`config.mk`:
```
export PLATFORM = sky130hd
export DESIGN_NAME = jump_controller
export DESIGN_NICKNAME = d
export VERILOG_FILES = /design/src/rtl/jump_ctrl_pkg.sv /design/src/rtl/jump_ctrl_step_prescaler.sv /design/src/rtl/jump_controller.sv
export SDC_FILE = /design/constraint.sdc
export NUM_CORES = 1
export LEC_CHECK = 0
export CAP_MARGIN = 20
export CORE_UTILIZATION = 50
export CTS_CLUSTER_SIZE = 20
export DETAILED_ROUTE_END_ITERATION = 7
export GPL_TIMING_DRIVEN = 0
export PLACE_DENSITY = 0.83
export SLEW_MARGIN = 25
export SYNTH_ARGS = -nofsm -noshare
export SYNTH_HDL_FRONTEND = slang
export SYNTH_SLANG_ARGS = --single-unit
```
`constraint.sdc`:
```
create_clock -name clk -period 2.2 [get_ports clk]
set_input_delay 0.33 -clock clk [delete_from_list [all_inputs] [get_ports clk]]
set_output_delay 0.33 -clock clk [all_outputs]
set_load 0.005 [all_outputs]
```
`src/rtl/jump_ctrl_pkg.sv`:
```
// Shared types and default constants for the player jump controller.
package jump_ctrl_pkg;

  typedef enum logic [1:0] {
    GROUNDED = 2'd0,
    ASCEND   = 2'd1,
    APEX     = 2'd2,
    FALL     = 2'd3
  } jump_state_t;

  localparam int DEF_TICK_DIV   = 4;
  localparam int DEF_JUMP_STEPS = 16;
  localparam int DEF_HANG_STEPS = 2;

  // Larger of two integers; sizes the shared ascent/hang step counter.
  function automatic int max_int(input int a, input int b);
    return (a > b) ? a : b;
  endfunction

endpackage

```
`src/rtl/jump_ctrl_step_prescaler.sv`:
```
// Free-running motion-step divider: asserts step once every TICK_DIV clocks.
module step_prescaler #(
  parameter int TICK_DIV = 4
) (
  input  logic clk,
  input  logic reset_n,
  output logic step
);

  // A one-clock divider still needs a 1-bit counter to stay legal.
  localparam int CW = (TICK_DIV > 1) ? $clog2(TICK_DIV) : 1;
  localparam logic [CW-1:0] LAST = CW'(TICK_DIV - 1);

  logic [CW-1:0] count;

  // Count 0..TICK_DIV-1 and wrap; never restarted by anything but reset.
  always_ff @(posedge clk or negedge reset_n) begin
    // NOTE: clocked state uses non-blocking assignments so every register
    // samples pre-edge values, independent of statement order.
    if (!reset_n) begin
      count <= '0;
    end else if (count == LAST) begin
      count <= '0;
    end else begin
      count <= count + 1'b1;
    end
  end

  assign step = (count == LAST);

endmodule

```
`src/rtl/jump_controller.sv`:
```
// Player vertical-motion sequencer: turns a jump button and ground contact
// into rate-limited one-cycle jump / gravity_on pulses.
// Optional feature macro: JUMP_CTRL_DOUBLE_JUMP_EN (one mid-air jump per landing).
module jump_controller
  import jump_ctrl_pkg::*;
#(
  parameter int TICK_DIV   = DEF_TICK_DIV,
  parameter int JUMP_STEPS = DEF_JUMP_STEPS,
  parameter int HANG_STEPS = DEF_HANG_STEPS
) (
  input  logic       clk,
  input  logic       reset_n,
  input  logic       jump_btn,
  input  logic       on_ground,
  output logic       jump,
  output logic       gravity_on,
  output logic       airborne,
  output logic [1:0] state
);

  localparam int CNT_MAX = max_int(JUMP_STEPS, HANG_STEPS);
  localparam int CNT_W   = $clog2(CNT_MAX + 1);

  localparam logic [CNT_W-1:0] JUMP_LOAD = CNT_W'(JUMP_STEPS);
  localparam logic [CNT_W-1:0] HANG_LOAD = CNT_W'(HANG_STEPS);
  localparam logic [CNT_W-1:0] CNT_ONE   = CNT_W'(1);

  jump_state_t      cur_state, nxt_state;
  logic [CNT_W-1:0] step_cnt, nxt_cnt;
  logic             btn_q;
  logic             press;
  logic             step;
  logic             nxt_jump, nxt_grav;
  logic             air_jump_req;

  step_prescaler #(
    .TICK_DIV (TICK_DIV)
  ) u_prescaler (
    .clk     (clk),
    .reset_n (reset_n),
    .step    (step)
  );

  // Rising-edge press detect; btn_q resets high so a button held through
  // reset must be released before it can trigger a jump.
  always_ff @(posedge clk or negedge reset_n) begin
    if (!reset_n) begin
      btn_q <= 1'b1;
    end else begin
      btn_q <= jump_btn;
    end
  end

  assign press = jump_btn & ~btn_q;

`ifdef JUMP_CTRL_DOUBLE_JUMP_EN
  logic air_jump_avail;

  assign air_jump_req = press & air_jump_avail;

  // One air jump per landing: re-armed on entry to GROUNDED, spent when
  // an airborne press restarts the ascent.
  always_ff @(posedge clk or negedge reset_n) begin
    if (!reset_n) begin
      air_jump_avail <= 1'b1;
    end else if (cur_state != GROUNDED && nxt_state == GROUNDED) begin
      air_jump_avail <= 1'b1;
    end else if ((cur_state == APEX || cur_state == FALL) && nxt_state == ASCEND) begin
      air_jump_avail <= 1'b0;
    end
  end
`else
  // Without the feature every airborne press is discarded.
  assign air_jump_req = 1'b0;
`endif

  // Next-state, step-counter and pulse decisions for the airborne FSM.
  always_comb begin
    // NOTE: every output of this block gets a default first, so no path
    // leaves one unassigned and no latch is inferred.
    nxt_state = cur_state;
    nxt_cnt   = step_cnt;
    nxt_jump  = 1'b0;
    nxt_grav  = 1'b0;
    case (cur_state)
      GROUNDED: begin
        // Walking off a ledge wins over a simultaneous press.
        if (!on_ground) begin
          nxt_state = FALL;
        end else if (press) begin
          nxt_state = ASCEND;
          nxt_cnt   = JUMP_LOAD;
        end
      end
      ASCEND: begin
        // Ground contact and presses are both ignored while rising.
        if (step) begin
          nxt_jump = 1'b1;
          nxt_cnt  = step_cnt - 1'b1;
          if (step_cnt == CNT_ONE) begin
            if (HANG_STEPS == 0) begin
              nxt_state = FALL;
            end else begin
              nxt_state = APEX;
              nxt_cnt   = HANG_LOAD;
            end
          end
        end
      end
      APEX: begin
        if (air_jump_req) begin
          nxt_state = ASCEND;
          nxt_cnt   = JUMP_LOAD;
        end else if (step) begin
          nxt_cnt = step_cnt - 1'b1;
          if (step_cnt == CNT_ONE) begin
            nxt_state = FALL;
          end
        end
      end
      FALL: begin
        // Landing is tested first, so the landing cycle never pulses gravity.
        if (on_ground) begin
          nxt_state = GROUNDED;
        end else if (air_jump_req) begin
          nxt_state = ASCEND;
          nxt_cnt   = JUMP_LOAD;
        end else if (step) begin
          nxt_grav = 1'b1;
        end
      end
      default: begin
        nxt_state = GROUNDED;
      end
    endcase
  end

  // State, counter and registered outputs.
  always_ff @(posedge clk or negedge reset_n) begin
    if (!reset_n) begin
      cur_state  <= GROUNDED;
      step_cnt   <= '0;
      jump       <= 1'b0;
      gravity_on <= 1'b0;
      airborne   <= 1'b0;
    end else begin
      cur_state  <= nxt_state;
      step_cnt   <= nxt_cnt;
      jump       <= nxt_jump;
      gravity_on <= nxt_grav;
      airborne   <= (nxt_state != GROUNDED);
    end
  end

  assign state = cur_state;

endmodule

```
==> metrics.yaml <==
final_common_cell: "dfrtp_1"
drt_pass1_iterations: 4
pin_count: 9
synthCells: 78
design.die.area_mm2: 0.00175
cts_tree: "built"
syn2layout_area_growth_pct: 15.9
cp-end-kind: "register"
grt_pass1_vias: 604
synth_flop_cell: "dfrtp_1"
vias_per_cell: 5.98
die_x_um: 41.8
drive_gt1_share_pct: 13.3
cts.root.buffer_cell: "clkbuf_4"
max_freq_mhz: 524
cp_cell_sequence: "inv_1 -> ha_1 -> or2_1 -> a221oi_4 -> nand2_2 -> a22o_1"
ys_types: 32
antenna_found_initial: 0
synth_nets: 90
final_area_um2: 920
io_buffers: 8
hold_viol: 0
die_h_um: 41.8
detail-route-antenna-nets: 0
slew_headroom_pct: 62.6
worst_pin_slew_ps: 559
slowest_delay_ps: 450
drc: 0
cp-start-kind: "register"
vias: 634
synth_seq_cells: 13
cp.arrival_ps: 2090
num_rows: 14
ys_warn_count: 0
clock-skew-final_ps: 11.7
irDropWorstVdd_mv: 0.766
worst_path_max_delay_cell: "dfrtp_1"
clk_path_buf_depth: 2
cts-resized-gates: 0
hold_slack_ps: 400
slew_violations: 0
grt_pass1_wl_um: 2630
rsz0062_at_grt: "no"
crit_fanout: 7
gr-total-overflow: 0
drv_cap: 0
final-setup-viol-count: 0
grt_max_degree: 14
final_cell_mix: "dfrtp_1 (12), inv_1 (10), nand2_1 (8), ha_1 (8), clkdlybuf4s50_1 (8)"
rrSetupSlack_ps: 290
utilization_pct: 61.8
p_per_area_mw_per_mm2: 1300
post-place-ws_ps: 236
drt_iter0_drc: 20
nFillCells: 129
setup_ws_ps: 293
multi_input_area_um2: 429
path_class: "reg -> reg"
cts.sinks: 13
core_mm2: 0.00149
wire_per_inst_um: 14.8
leakage_uw: 0.000406
cts_setup_buffers: 0
place_area_um2: 893
clock_latency_ps: 280
place_congestion: 0.882
grt.total_usage_pct: 20.6
clk_pin_slew_worst_paths_ps: 80
yosysSeqAreaShare_pct: 41.2
hp-class: "in -> async"
min_period_ps: 1910
cts_hold_buffers: 0
seq_area_um2: 327
synth_edf_count: 0
syn_avg_cell_area_um2: 10.2
postRouteWirelength_um: 1570
timing.final.crit_share_pct: 86.7
syn_area_um2: 793
cts_max_level: 1
async_reset_ff_share_pct: 100
antenna_cells: 0
status: "finished, final reports clean"
dp_hpwl_um: 1180
start_util_pct: 53.3
setup_tns_ps: 0
cts_buffers: 3
nets: 103
worstPathRequired_ps: 2380
-- Yosys cell counts, drive strengths merged (2+ instances only) --
master / n / area [um2]
o22ai: 3 / 18.8
nand2: 10 / 42.5
inv: 10 / 37.5
a21boi: 2 / 15.0
a21oi: 4 / 20.0
nor2: 2 / 7.51
nand2b: 2 / 12.5
a31oi: 2 / 12.5
nand3b: 2 / 18.8
ha: 8 / 100
o21ai: 4 / 20.0
dfrtp: 12 / 300
-- sequential cells by signal (all words and copies together) (netlist names) --
signal / flops
jump: 1
state: 2
u_prescaler.count: 2
gravity_on: 1
btn_q: 1
step_cnt: 5
airborne: 1
-- per-layer routing --
layer | vias to the layer above | part of all wire (%) | GRT usage (%)
met3 | 4 | 5.0 | 6.96
met4 | 0 | 1.8 | 11.0
met5 | - | 0 | 0
li1 | 304 | - | -
met2 | 16 | 51 | 34.1
met1 | 310 | 42 | 23.1
-- critical path, delay by kind of cell (launching register included) --
family | cells | cell delay [ps]
compound gates | 2 | 620
flops | 1 | 450
simple gates | 2 | 360
fa+ha+maj | 1 | 280
buf+inv | 1 | 110
-- worst paths after layout --
| path | startpoint | end | depth (start not counted) |
|---|---|---|---|
| min reg2reg | u_prescaler.count[0]$_DFF_PN0_ | u_prescaler.count[0]$_DFF_PN0_ | 1 |
| max in group asynchronous | reset_n | btn_q$_DFF_PN1_ | 1 |
| min in group clk | u_prescaler.count[0]$_DFF_PN0_ | u_prescaler.count[0]$_DFF_PN0_ | 1 |
| max | state[1]$_DFF_PN0_ | step_cnt[4]$_DFFE_PN0P_ | 6 |
| min | reset_n | step_cnt[2]$_DFFE_PN0P_ | 1 |
| max reg2reg | state[1]$_DFF_PN0_ | step_cnt[4]$_DFFE_PN0P_ | 6 |
-- where the power goes --
| group | switching, uW | total [uW] | internal (uW) | leakage (uW) |
|---|---|---|---|---|
| clock network | 76.5 | 147 | 70.4 | 0.0000150 |
| logic | 361 | 668 | 307 | 0.000229 |
| registers | 74.1 | 377 | 303 | 0.000162 |
| total | 511 | 1190 | 681 | 0.000406 |
-- final cells by class --
type | count | share of cell area, %
clock buffers | 4 | 2.86
inverters | 10 | 4.08
multi-input cells | 55 | 46.7
flip-flops and latches | 13 | 35.5
well taps | 16 | 2.18
repair buffers | 8 | 8.71
-- logic make-up (layout without fill, tap and decap cells) --
logic type,after synthesis,in the layout,share of synthesized area [%]
buffers and inverters,10,22,4.73
AND/OR/NAND/NOR,24,24,18.9
adder cells (fa/ha/maj),8,8,12.6
flip-flops,13,13,41.2
AO/OA/AOI/OAI,23,23,22.6
-- stage by stage --
step           total power, uW  instances
3_3_place_gp              1010        102
4_1_cts                   1200        106
2_1_floorplan              864         78
5_1_grt                   1290        106
6_report                  1190        106
3_5_place_dp              1040        102
No activity file was read; power rests on OpenSTA's default activity.
